--- config.mk ---
export PLATFORM = sky130hd
export DESIGN_NAME = ncl_dr_source
export DESIGN_NICKNAME = d
export VERILOG_FILES = /design/src/rtl/ncl_pkg.sv /design/src/rtl/ncl_sync.sv /design/src/rtl/ncl_dr_source.sv
export SDC_FILE = /design/constraint.sdc
export NUM_CORES = 1
export LEC_CHECK = 0
export CORE_MARGIN = 2
export CORE_UTILIZATION = 38
export CTS_CLUSTER_DIAMETER = 120
export CTS_CLUSTER_SIZE = 28
export DETAILED_ROUTE_END_ITERATION = 12
export SLEW_MARGIN = 10
export SYNTH_ARGS = -nofsm -noshare
export SYNTH_HDL_FRONTEND = slang
export SYNTH_SLANG_ARGS = --single-unit
--- constraint.sdc ---
create_clock -name clk -period 2.5 [get_ports clk]
set_input_delay 0.5 -clock clk [delete_from_list [all_inputs] [get_ports clk]]
set_output_delay 0.5 -clock clk [all_outputs]
set_load 0.005 [all_outputs]
--- src/rtl/ncl_pkg.sv ---
// Shared types and helpers for the clocked/NCL boundary stages.
// Dual-rail encoding and the source-side state encoding.
package ncl_pkg;

  typedef enum logic [2:0] {
    INIT,
    IDLE,
    WAIT_RFN,
    WAIT_RFD,
    ERROR
  } src_state_t;

  localparam int TIMER_W  = 16;
  localparam int DR_MAX_W = 32;

  // Returns {t, f}; callers slice the low WIDTH bits of each half.
  function automatic logic [2*DR_MAX_W-1:0] dr_encode(
    input logic [DR_MAX_W-1:0] word
  );
    return {word, ~word};
  endfunction

endpackage

--- src/rtl/ncl_sync.sv ---
// Multi-flop synchronizer for an asynchronous single-bit input.
// Reusable by both the source and the sink side of the NCL pipe.
module ncl_sync #(
  parameter int STAGES = 2
) (
  input  logic clk,
  input  logic rst,
  input  logic d,
  output logic q
);

  logic [STAGES-1:0] sync_q;
  logic [STAGES-1:0] sync_d;

  // Shift the raw input one stage deeper each cycle.
  always_comb begin
    sync_d = {sync_q[STAGES-2:0], d};
  end

  // Chain register, cleared asynchronously.
  always_ff @(posedge clk or posedge rst) begin
    if (rst) sync_q <= '0;
    else     sync_q <= sync_d;
  end

  assign q = sync_q[STAGES-1];

endmodule

--- src/rtl/ncl_dr_source.sv ---
// Clocked-to-NCL source: turns valid/ready words into dual-rail
// DATA/NULL wavefronts paced by the synchronized ki acknowledge.
module ncl_dr_source
  import ncl_pkg::*;
#(
  parameter int WIDTH       = 3,
  parameter int TIMEOUT     = 255,
  parameter int SYNC_STAGES = 2
) (
  input  logic             clk,
  input  logic             rst,
  input  logic             in_valid,
  output logic             in_ready,
  input  logic [WIDTH-1:0] in_data,
  output logic [WIDTH-1:0] d_t,
  output logic [WIDTH-1:0] d_f,
  input  logic             ki,
  output logic             err,
  output logic             busy
);

  localparam logic [TIMER_W-1:0] TO_VAL = TIMER_W'(TIMEOUT);

  src_state_t         state_q, state_d;
  logic [TIMER_W-1:0] timer_q, timer_d;
  logic [TIMER_W-1:0] timer_inc;
  logic [WIDTH-1:0]   t_q, t_d;
  logic [WIDTH-1:0]   f_q, f_d;
  logic               ki_s;
  logic               timed_out;

  ncl_sync #(
    .STAGES(SYNC_STAGES)
  ) u_ki_sync (
    .clk(clk),
    .rst(rst),
    .d  (ki),
    .q  (ki_s)
  );

  // Next state, timer and rails; rails only move on state entry.
  always_comb begin
    state_d   = state_q;
    timer_d   = timer_q;
    t_d       = t_q;
    f_d       = f_q;
    timer_inc = timer_q + TIMER_W'(1);
    timed_out = (timer_inc == TO_VAL);
    unique case (state_q)
      INIT: begin
        t_d = '0;
        f_d = '0;
        if (ki_s) state_d = IDLE;
      end
      IDLE: begin
        if (in_valid) begin
          t_d = WIDTH'(dr_encode(DR_MAX_W'(in_data)) >> DR_MAX_W);
          f_d = WIDTH'(dr_encode(DR_MAX_W'(in_data)));
          timer_d = '0;
          state_d = WAIT_RFN;
        end
      end
      WAIT_RFN: begin
        if (!ki_s) begin
          t_d     = '0;
          f_d     = '0;
          timer_d = '0;
          state_d = WAIT_RFD;
        end else if (timed_out) begin
          t_d     = '0;
          f_d     = '0;
          state_d = ERROR;
        end else begin
          timer_d = timer_inc;
        end
      end
      WAIT_RFD: begin
        if (ki_s) begin
          state_d = IDLE;
        end else if (timed_out) begin
          state_d = ERROR;
        end else begin
          timer_d = timer_inc;
        end
      end
      ERROR: begin
        t_d = '0;
        f_d = '0;
      end
      default: begin
        t_d     = '0;
        f_d     = '0;
        state_d = INIT;
      end
    endcase
  end

  // State, timer and rail registers; reset forces NULL at once.
  always_ff @(posedge clk or posedge rst) begin
    if (rst) begin
      state_q <= INIT;
      timer_q <= '0;
      t_q     <= '0;
      f_q     <= '0;
    end else begin
      state_q <= state_d;
      timer_q <= timer_d;
      t_q     <= t_d;
      f_q     <= f_d;
    end
  end

  assign d_t      = t_q;
  assign d_f      = f_q;
  assign in_ready = (state_q == IDLE);
  assign err      = (state_q == ERROR);
  assign busy     = (state_q != INIT) && (state_q != IDLE);

endmodule

# Word level (Yosys, flattened, before mapping)
# Cells that the tools add are included.
# W data, S select, Z words.
[classes]
n_mux = 17
n_addsub = 1
n_reduce_logical = 7
eq_ne = 10
bitwise = 3
[op_table]
columns = ["op", "count"]
rows = [
  ["$mux W16", 4],
  ["$pmux W16 S3", 1],
  ["$mux W3", 9],
  ["$pmux W3 S3", 2],
  ["$add A16 B1 Y16 const B", 1],
  ["$eq A16 B8 Y1 const B", 1],
  ["$pmux W3 S5", 1],
  ["$reduce_and A3 Y1", 3],
  ["$eq A3 B2 Y1 const B", 2],
  ["$reduce_bool A3 Y1", 2],
  ["$ne A2 B2 Y1 const B", 2],
  ["$eq A3 B1 Y1 const B", 1],
  ["$eq A3 B3 Y1 const B", 1],
  ["$logic_not A3 Y1", 1],
  ["$ne A3 B1 Y1 const B", 1],
  ["$ne A3 B3 Y1 const B", 1],
  ["$not A3 Y3", 1],
  ["$ne A2 B1 Y1 const B", 1],
  ["$not A1 Y1", 2],
  ["$logic_and A1 B1 Y1", 1],
]
[totals]
regBits = 27
output_inout_bits = 9
word_cells = 43
inputBits = 7

# Depth between registers and ports, before layout
# Gate-level depths: netlist of run 1.
[depth]
word_depth = 5
ltp_mapped = 9
mapped_depth_nobuf = 8

# Hierarchy
# Synthesis of run 1 repeated with hierarchy kept, for this count alone.
[hier_totals]
hier_cells = 189
area_unflattened_um2 = 1722.9
[by_module_without_submodules]
columns = ["mod", "n_inst", "area_each_um2", "cells_each", "seq_area_each_um2"]
rows = [
  ["ncl_dr_source", 1, 1669.1, 186, 625.6],
  ["ncl_sync", 1, 53.8, 3, 50.0],
]

# Least setup slack after synthesis of run 1
# Ideal clock, no wire load.
[synth_timing]
kind = "reg2reg"
from = "register timer_q[1]"
to = "register timer_q[7]"
stages_incl_launch_ff = 10
path_buffers = 1
path_slack_ns = 0.211
arrival_ns = 2.170
period_less_slack_ns = 2.289
setup_ns = 0.119
t_required_ns = 2.381
path_cell_list = "dfrtp_1 > ha_1 > nand3_2 > or4b_1 > o311ai_1 > nand4_1 > or2_1 > buf_6 > and3_1 > o21a_1"
[synth_via]
elab_chain_cells = 5
elab_cells_between_ends = 6
cone_classes = "add/sub: 1; eq/ne: 1; mux: 4"
[synth_rtl]
columns = ["item", "line", "text"]
rows = [
  ["start, declared", "ncl_dr_source.sv:25", "logic [TIMER_W-1:0] timer_q, timer_d;"],
  ["start signal, assigned", "ncl_dr_source.sv:107", "timer_q <= timer_d;"],
  ["$add A16 B1 Y16 (*)", "ncl_dr_source.sv:47", "timer_inc = timer_q + TIMER_W'(1);"],
  ["$eq A16 B8 Y1", "ncl_dr_source.sv:48", "timed_out = (timer_inc == TO_VAL);"],
  ["$mux W16 (*)", "ncl_dr_source.sv:69, ncl_dr_source.sv:80", ""],
  ["$mux W16, on equally long branches", "ncl_dr_source.sv:78, ncl_dr_source.sv:64", ""],
  ["$pmux W16 S3 (*)", "ncl_dr_source.sv:49", "unique case (state_q)"],
]
# Every way passes the cells marked *; elsewhere a longest branch is shown, timed or not. The select of a mux whose other input is x is not followed.
# A chain may end at the register's enable or synchronous reset.

# Worst setup path after layout of run 1
# Ends and elaborated chain as after synthesis.

==> results of run 1 <==
sequential cells by signal, summed over array words and instances (netlist names):
name / flops
u_ki_sync.sync_q: 2
state_q: 3
timer_q: 16
d_t: 3
d_f: 3
critical path: stages (launching register included):
cell	delay, ps
dfrtp_1	420
ha_2	250
nand3_2	120
or4b_1	540
o311ai_1	100
nand4_1	170
or2_4	310
and3_1	180
o21a_1	160
routing by layer:
metal,vias up,share of wire,GRT usage
met4,0,0.0096,0.0327
met1,675,0.48,0.207
met3,4,0.042,0.0451
met5,-,0,0
met2,33,0.47,0.268
li1,691,-,-
how the worst max path moves through the flow:
stage	cells after the start	from	to	slack, ps
after floorplan	9	timer_q[1]$_DFFE_PP0P_	timer_q[7]$_DFFE_PP0P_	210
after global placement	8	timer_q[1]$_DFFE_PP0P_	timer_q[7]$_DFFE_PP0P_	130
after detailed placement	8	timer_q[1]$_DFFE_PP0P_	timer_q[7]$_DFFE_PP0P_	70
after CTS	8	timer_q[1]$_DFFE_PP0P_	timer_q[7]$_DFFE_PP0P_	50
after global routing	8	timer_q[0]$_DFFE_PP0P_	timer_q[7]$_DFFE_PP0P_	20
final	8	timer_q[1]$_DFFE_PP0P_	timer_q[7]$_DFFE_PP0P_	150
synthesized netlist by cell type (all sizes together), types with 2 or more instances:
cell	n
nand2b	3
and3	2
a31oi	3
nor3	6
o41ai	3
buf	5
o21ai	7
a31o	2
xor2	6
nand2	23
or3	3
nand3	8
nor4	4
nand3b	3
a21oi	9
or2	4
ha	2
inv	7
nand4	4
o21a	3
xnor2	8
clkbuf	5
o311ai	2
nor2	21
o22ai	3
dfrtp	27
logic make-up after synthesis:
family          count (synthesis)  synth area share
compound gates                 37             0.150
xor+xnor                       14            0.0754
fa+ha+maj                       3            0.0216
buf+inv                        17            0.0585
flops                          27             0.416
simple gates                   85             0.279
where the power goes:
part / switching (W) / internal, W / leakage, nW / total, W
Sequential: 0.000101 / 0.000518 / 0.356 / 0.000620
Clock: 0.000141 / 0.000114 / 0.0228 / 0.000256
Combinational: 0.000293 / 0.000285 / 0.408 / 0.000578
Total: 0.000536 / 0.000918 / 0.787 / 0.00145
metrics by stage:
stage	utilization	power (W)	cell area [um2]	hold slack [ps]
global placement	0.456	0.00119	1850	335
detailed placement	0.456	0.00121	1850	346
floorplan	-	0.000959	1630	331
global route	0.469	0.00156	1900	368
CTS	0.467	0.00147	1900	368
finish	0.469	0.00145	1900	364
final cells by class:
class,count,area share
clock buffer,4,0.0237
inverter,7,0.0138
multi-input combinational,139,0.453
sequential,27,0.355
tap,50,0.0329
timing repair buffer,26,0.122
repair_timing:
item | CTS | global route
hold endpoints to repair | 0 | 0
hold buffers | 0 | 0
endpoints found under the setup margin | 0 | 11
gates resized for setup | 0 | 3
==> key figures, run 1 <==
Run status
  • Status: finished, final reports clean

Detailed routing
  • Via density: between 5 and 6
  • Wire length per cell: 14.5 um
  • DR vias: approximately 1400
  • Routed WL: 3660 um
  • Initial DRC count: 38
  • TritonRoute pass-1 iters: 4
  • DRT antenna net count: 0
  • DRC violations left: 0

Critical path
  • Crit path max fanout: 8
  • R2R cell count: 8
  • Critical Path RT: about 2700 ps
  • Startpoint types: flip-flop
  • Reg-to-Reg Start: timer_q[1]$_DFFE_PP0P_
  • Reg2reg end: timer_q[7]$_DFFE_PP0P_
  • Arrival time of the worst setup path: 2520 ps
  • Crit. End Element: flip-flop
  • R2R setup slack: 150 ps
  • Worst setup path class: flip-flop to flip-flop

Timing
  • Final setup fails: 0
  • Worst slew margin: 0.711
  • Max Slew Vio Count: 0
  • Fin crit share: 0.938
  • Final Skew: approximately 0.89 ps
  • Fmax: around 430 MHz
  • Setup TNS: 0 ps
  • Final hold violations: 0
  • Setup WS post-layout: around 150 ps
  • Period minus WS final: roughly 2300 ps
  • RSZ-0062 raised after global routing: false
  • Slew at the pin closest to its max-slew limit: roughly 430 ps

Die
  • Initial Utilization: 0.401
  • Die width: around 69 um
  • Die height: 69.4 um
  • Die Area: 4820 um2
  • CORE AREA: roughly 4100 um2
  • Row count: 23
  • I/O pins: 16

Global routing
  • Initial antenna violation count: 0
  • Largest net degree at the start of global routing: 28
  • Number of global-route vias before repair: roughly 1300
  • Gr usage total: 0.160
  • First-pass GRT wire length: around 6300 um
  • Global route total overflow: 0

Min path
  • Hold WC Path Type: flip-flop to flip-flop
  • Hold_sp: u_ki_sync.sync_q[0]$_DFF_PP0_
  • Hold endpoint: u_ki_sync.sync_q[1]$_DFF_PP0_
  • Hold Path Depth: 0

Logic synthesis
  • Synthesized area: 1630 um2
  • Top cell type's share of synthesized area: 0.416
  • Asr flop ratio synth: 1.00
  • #FFs+latches synth: 27
  • Yosys cell types: 47
  • Post-synth EDFFs: 0
  • Post-Synthesis Cells: about 180
  • Synth Net Count: roughly 190
  • Ys flop type: dfrtp_1
  • Leading area contributor after synthesis: dfrtp_1
  • Number of synthesis warnings: 0
  • Seq/Total Area, Yosys: 0.416
  • Ranking of synthesized cells by area: dfrtp_1 (42%), nand2_1 (5.3%), nor2_1 (4.6%)
  • Mean post-synth cell area: 8.88 um2

Finish
  • Area grow syn2layout: 17.2%
  • Nets@finish: 213
  • Area of the multi-input gates: 862 um2
  • Fill cells: between 300 and 400
  • Final Non-Filler Cells: around 250
  • Layout cell share with drive strength beyond 1: 0.143
  • # diodes: 0
  • Commonest cells after routing, fill and taps aside: dfrtp_1 (27), nand2_1 (23), nor2_1 (19), clkdlybuf4s50_1 (15), buf_4 (11)
  • Commonest non-fill, non-tap cell in the layout: dfrtp_1
  • Register area: roughly 680 um2

Clock network
  • Clk sink count: 27
  • Root buffer cell: clkbuf_8
  • Cts bufs inserted: 3
  • CTS H-Tree Depth: 1
  • Clock Tree Buf Depth: 2
  • Post-CTS Setup Bufs: 0
  • CTS tree: done
  • CTS clk-pin slew, worst paths: ~90 ps
  • Clock latency on the worst-skew pair: around 270 ps

Placement
  • Placed insts: about 250
  • Post-DP HPWL: approximately 2600 um
  • # port buffers: 15
  • DP Worst Slack: about 67 ps
  • Final GP Congestion: around 0.9

Job
  • # Max-Cap Violations: 0

Power
  • PwrDens: 764 nW/um2
  • Leakage: 0.787 nW
  • Peak supply drop: ~0.53 mV
Note: power is estimated with default switching activity, not from simulation.
==> inputs of run 2 (changes only) <==
Settings changed: CORE_MARGIN 2 to unset, SKIP_LAST_GASP set to 1.
==> run 2 against run 1 <==
  * Fmax is 2.7% lower
  * First-iteration DRC count rose by 87%
  * Routed wire length grew 1.7%
  * Highest routed layer unchanged
  * Die area is 5.7% lower
  * Largest power group unchanged
  * Setup slack lost 66 ps
  * Via count stayed put
==> key figures, run 2 (synthesis gave the netlist of run 1 again) <==
Die
  • Die Area: between 4000 and 5000 um2
  • Initial Utilization: 0.401
  • Die height: roughly 67 um
  • Row count: 23
  • I/O pins: 16
  • CORE AREA: ~4100 um2
  • Die width: roughly 67 um

Timing
  • Final Skew: 10.2 ps
  • Slew at the pin closest to its max-slew limit: ~470 ps
  • Fin crit share: 0.965
  • Period minus WS final: about 2400 ps
  • Setup TNS: 0 ps
  • Max Slew Vio Count: 0
  • Final hold violations: 0
  • Fmax: ~410 MHz
  • Final setup fails: 0
  • Worst slew margin: 0.685

Clock network
  • Clk sink count: 27
  • CTS tree: done
  • Cts hold-fix bufs: 0
  • Clock Tree Buf Depth: 2
  • CTS clk-pin slew, worst paths: approximately 110 ps
  • Root buffer cell: clkbuf_8
  • CTS H-Tree Depth: 1
  • Clock latency on the worst-skew pair: around 290 ps
  • Cts bufs inserted: 3

Critical path
  • Critical Path RT: between 2000 and 3000 ps
  • R2R cell count: 8
  • Reg-to-Reg Start: timer_q[0]$_DFFE_PP0P_
  • Crit path max fanout: 8
  • Reg2reg end: timer_q[7]$_DFFE_PP0P_
  • Slowest stage delay, CP: 540 ps
  • Startpoint types: flip-flop
  • Top delay family on crit path: simple AND/OR/NAND/NOR gates
  • Crit-path cells: ha_2 > nand3_4 > or4b_1 > o311ai_1 > nand4_1 > or2_4 > and3_1 > o21a_1
  • Worst setup path class: flip-flop to flip-flop
  • Logic depth of the worst path, buffers included: 8
  • Buf/Inv on CP: 0
  • Slowest cell on crit path: or4b_1
  • Worst setup startpoint: timer_q[0]$_DFFE_PP0P_
  • R2R setup slack: between 80 and 90 ps
  • Crit. End Element: flip-flop
  • Worst Setup EP: timer_q[7]$_DFFE_PP0P_
  • Arrival time of the worst setup path: ~2600 ps

Finish
  • Commonest cells after routing, fill and taps aside: dfrtp_1 (27), nand2_1 (23), nor2_1 (19), clkdlybuf4s50_1 (15), buf_4 (11)
  • Nets@finish: 213
  • Commonest non-fill, non-tap cell in the layout: dfrtp_1
  • Area grow syn2layout: 18.4%
  • # diodes: 0
  • Fill cells: between 300 and 400
  • Register area: ~680 um2
  • Top reg by flops: timer_q
  • Final Non-Filler Cells: between 200 and 300
  • Max reg flops: 16
  • Layout cell share with drive strength beyond 1: 0.148
  • Area of the multi-input gates: just under 900 um2

Min path
  • Hold WC Path Type: flip-flop to flip-flop

Job
  • # Max-Cap Violations: 0

Placement
  • Placed insts: around 250
  • Post-DP HPWL: 2600 um
  • # port buffers: 15
  • Final GP Congestion: roughly 0.90

Detailed routing
  • DRC violations left: 0
  • DR vias: between 1000 and 1500
  • DRT antenna net count: 0
  • Initial DRC count: 71
  • Routed WL: 3720 um
  • Wire length per cell: approximately 15 um
  • Via density: about 5.5
  • TritonRoute pass-1 iters: 4

Global routing
  • Global route total overflow: 0
  • Gr usage total: 0.184
  • First-pass GRT wire length: a little over 6000 um
  • Initial antenna violation count: 0
  • Largest net degree at the start of global routing: 28
  • Number of global-route vias before repair: around 1300

Run status
  • Status: finished, final reports clean

Power
  • PwrDens: 757 nW/um2
  • Leakage: approximately 0.80 nW
  • Peak supply drop: just over 0.5 mV
==> run 2: cell types whose count changed in the layout (fill, tap and decap cells not counted), sizes merged <==
cell      delta
clkbuf       -1
clkinvlp     +1
==> run 2: how the worst min path moves through the flow <==
| stage | start | end | slack (ps) | cells after the start |
|---|---|---|---|---|
| after floorplan | u_ki_sync.sync_q[0]$_DFF_PP0_ | u_ki_sync.sync_q[1]$_DFF_PP0_ | 330 | 0 |
| after global placement | u_ki_sync.sync_q[0]$_DFF_PP0_ | u_ki_sync.sync_q[1]$_DFF_PP0_ | 340 | 0 |
| after detailed placement | u_ki_sync.sync_q[0]$_DFF_PP0_ | u_ki_sync.sync_q[1]$_DFF_PP0_ | 340 | 0 |
| after CTS | u_ki_sync.sync_q[0]$_DFF_PP0_ | u_ki_sync.sync_q[1]$_DFF_PP0_ | 360 | 0 |
| after global routing | u_ki_sync.sync_q[0]$_DFF_PP0_ | u_ki_sync.sync_q[1]$_DFF_PP0_ | 380 | 0 |
| final | u_ki_sync.sync_q[0]$_DFF_PP0_ | u_ki_sync.sync_q[1]$_DFF_PP0_ | 370 | 0 |
==> run 2: per-layer routing <==
metal / wire (um) / GRT usage / vias up
met5: 0 / 0 / -
met4: 78 / 0.0718 / 0
met3: 122 / 0.0355 / 11
met2: 1830 / 0.310 / 27
met1: 1690 / 0.229 / 678
li1: - / - / 687
==> run 2: where the power goes <==
| group | switching [W] | internal (W) | leakage, nW |
|---|---|---|---|
| Sequential | 0.000106 | 0.000518 | 0.356 |
| Combinational | 0.000288 | 0.000277 | 0.424 |
| Clock | 0.000155 | 0.000114 | 0.0217 |
| Total | 0.000549 | 0.000909 | 0.802 |
==> run 2: repair_timing <==
item,in CTS,in global routing
resized for setup,1,4
endpoints found under the hold margin,0,0
setup buffers,0,2
setup endpoints to repair,1,4
pin swaps,0,1
==> run 2: per-stage QoR <==
step           total power (W)  area, um2  worst slack [ps]  hold slack [ps]   util
2_1_floorplan         0.000959       1630               211              331      -
3_3_place_gp           0.00118       1840              45.1              338  0.453
3_5_place_dp           0.00119       1840              22.3              340  0.453
4_1_cts                0.00146       1890               102              365  0.465
5_1_grt                0.00157       1920             -21.7              382  0.474
6_report               0.00146       1920              88.6              374  0.474
==> run 2: cell type report <==
cell class	instances	area share
Sequential cell	27	0.351
Clock inverter	1	0.00390
Inverter	7	0.0137
Clock buffer	3	0.0215
Multi-Input combinational cell	139	0.456
Tap cell	50	0.0325
Timing Repair Buffer	26	0.121
==> run 2: worst register-to-register path, stage by stage (launching register included) <==
cell and delay, ps:
dfrtp_1 430, ha_2 240, nand3_4 130, or4b_1 540, o311ai_1 110, nand4_1 190, or2_4 320, and3_1 190
o21a_1 160
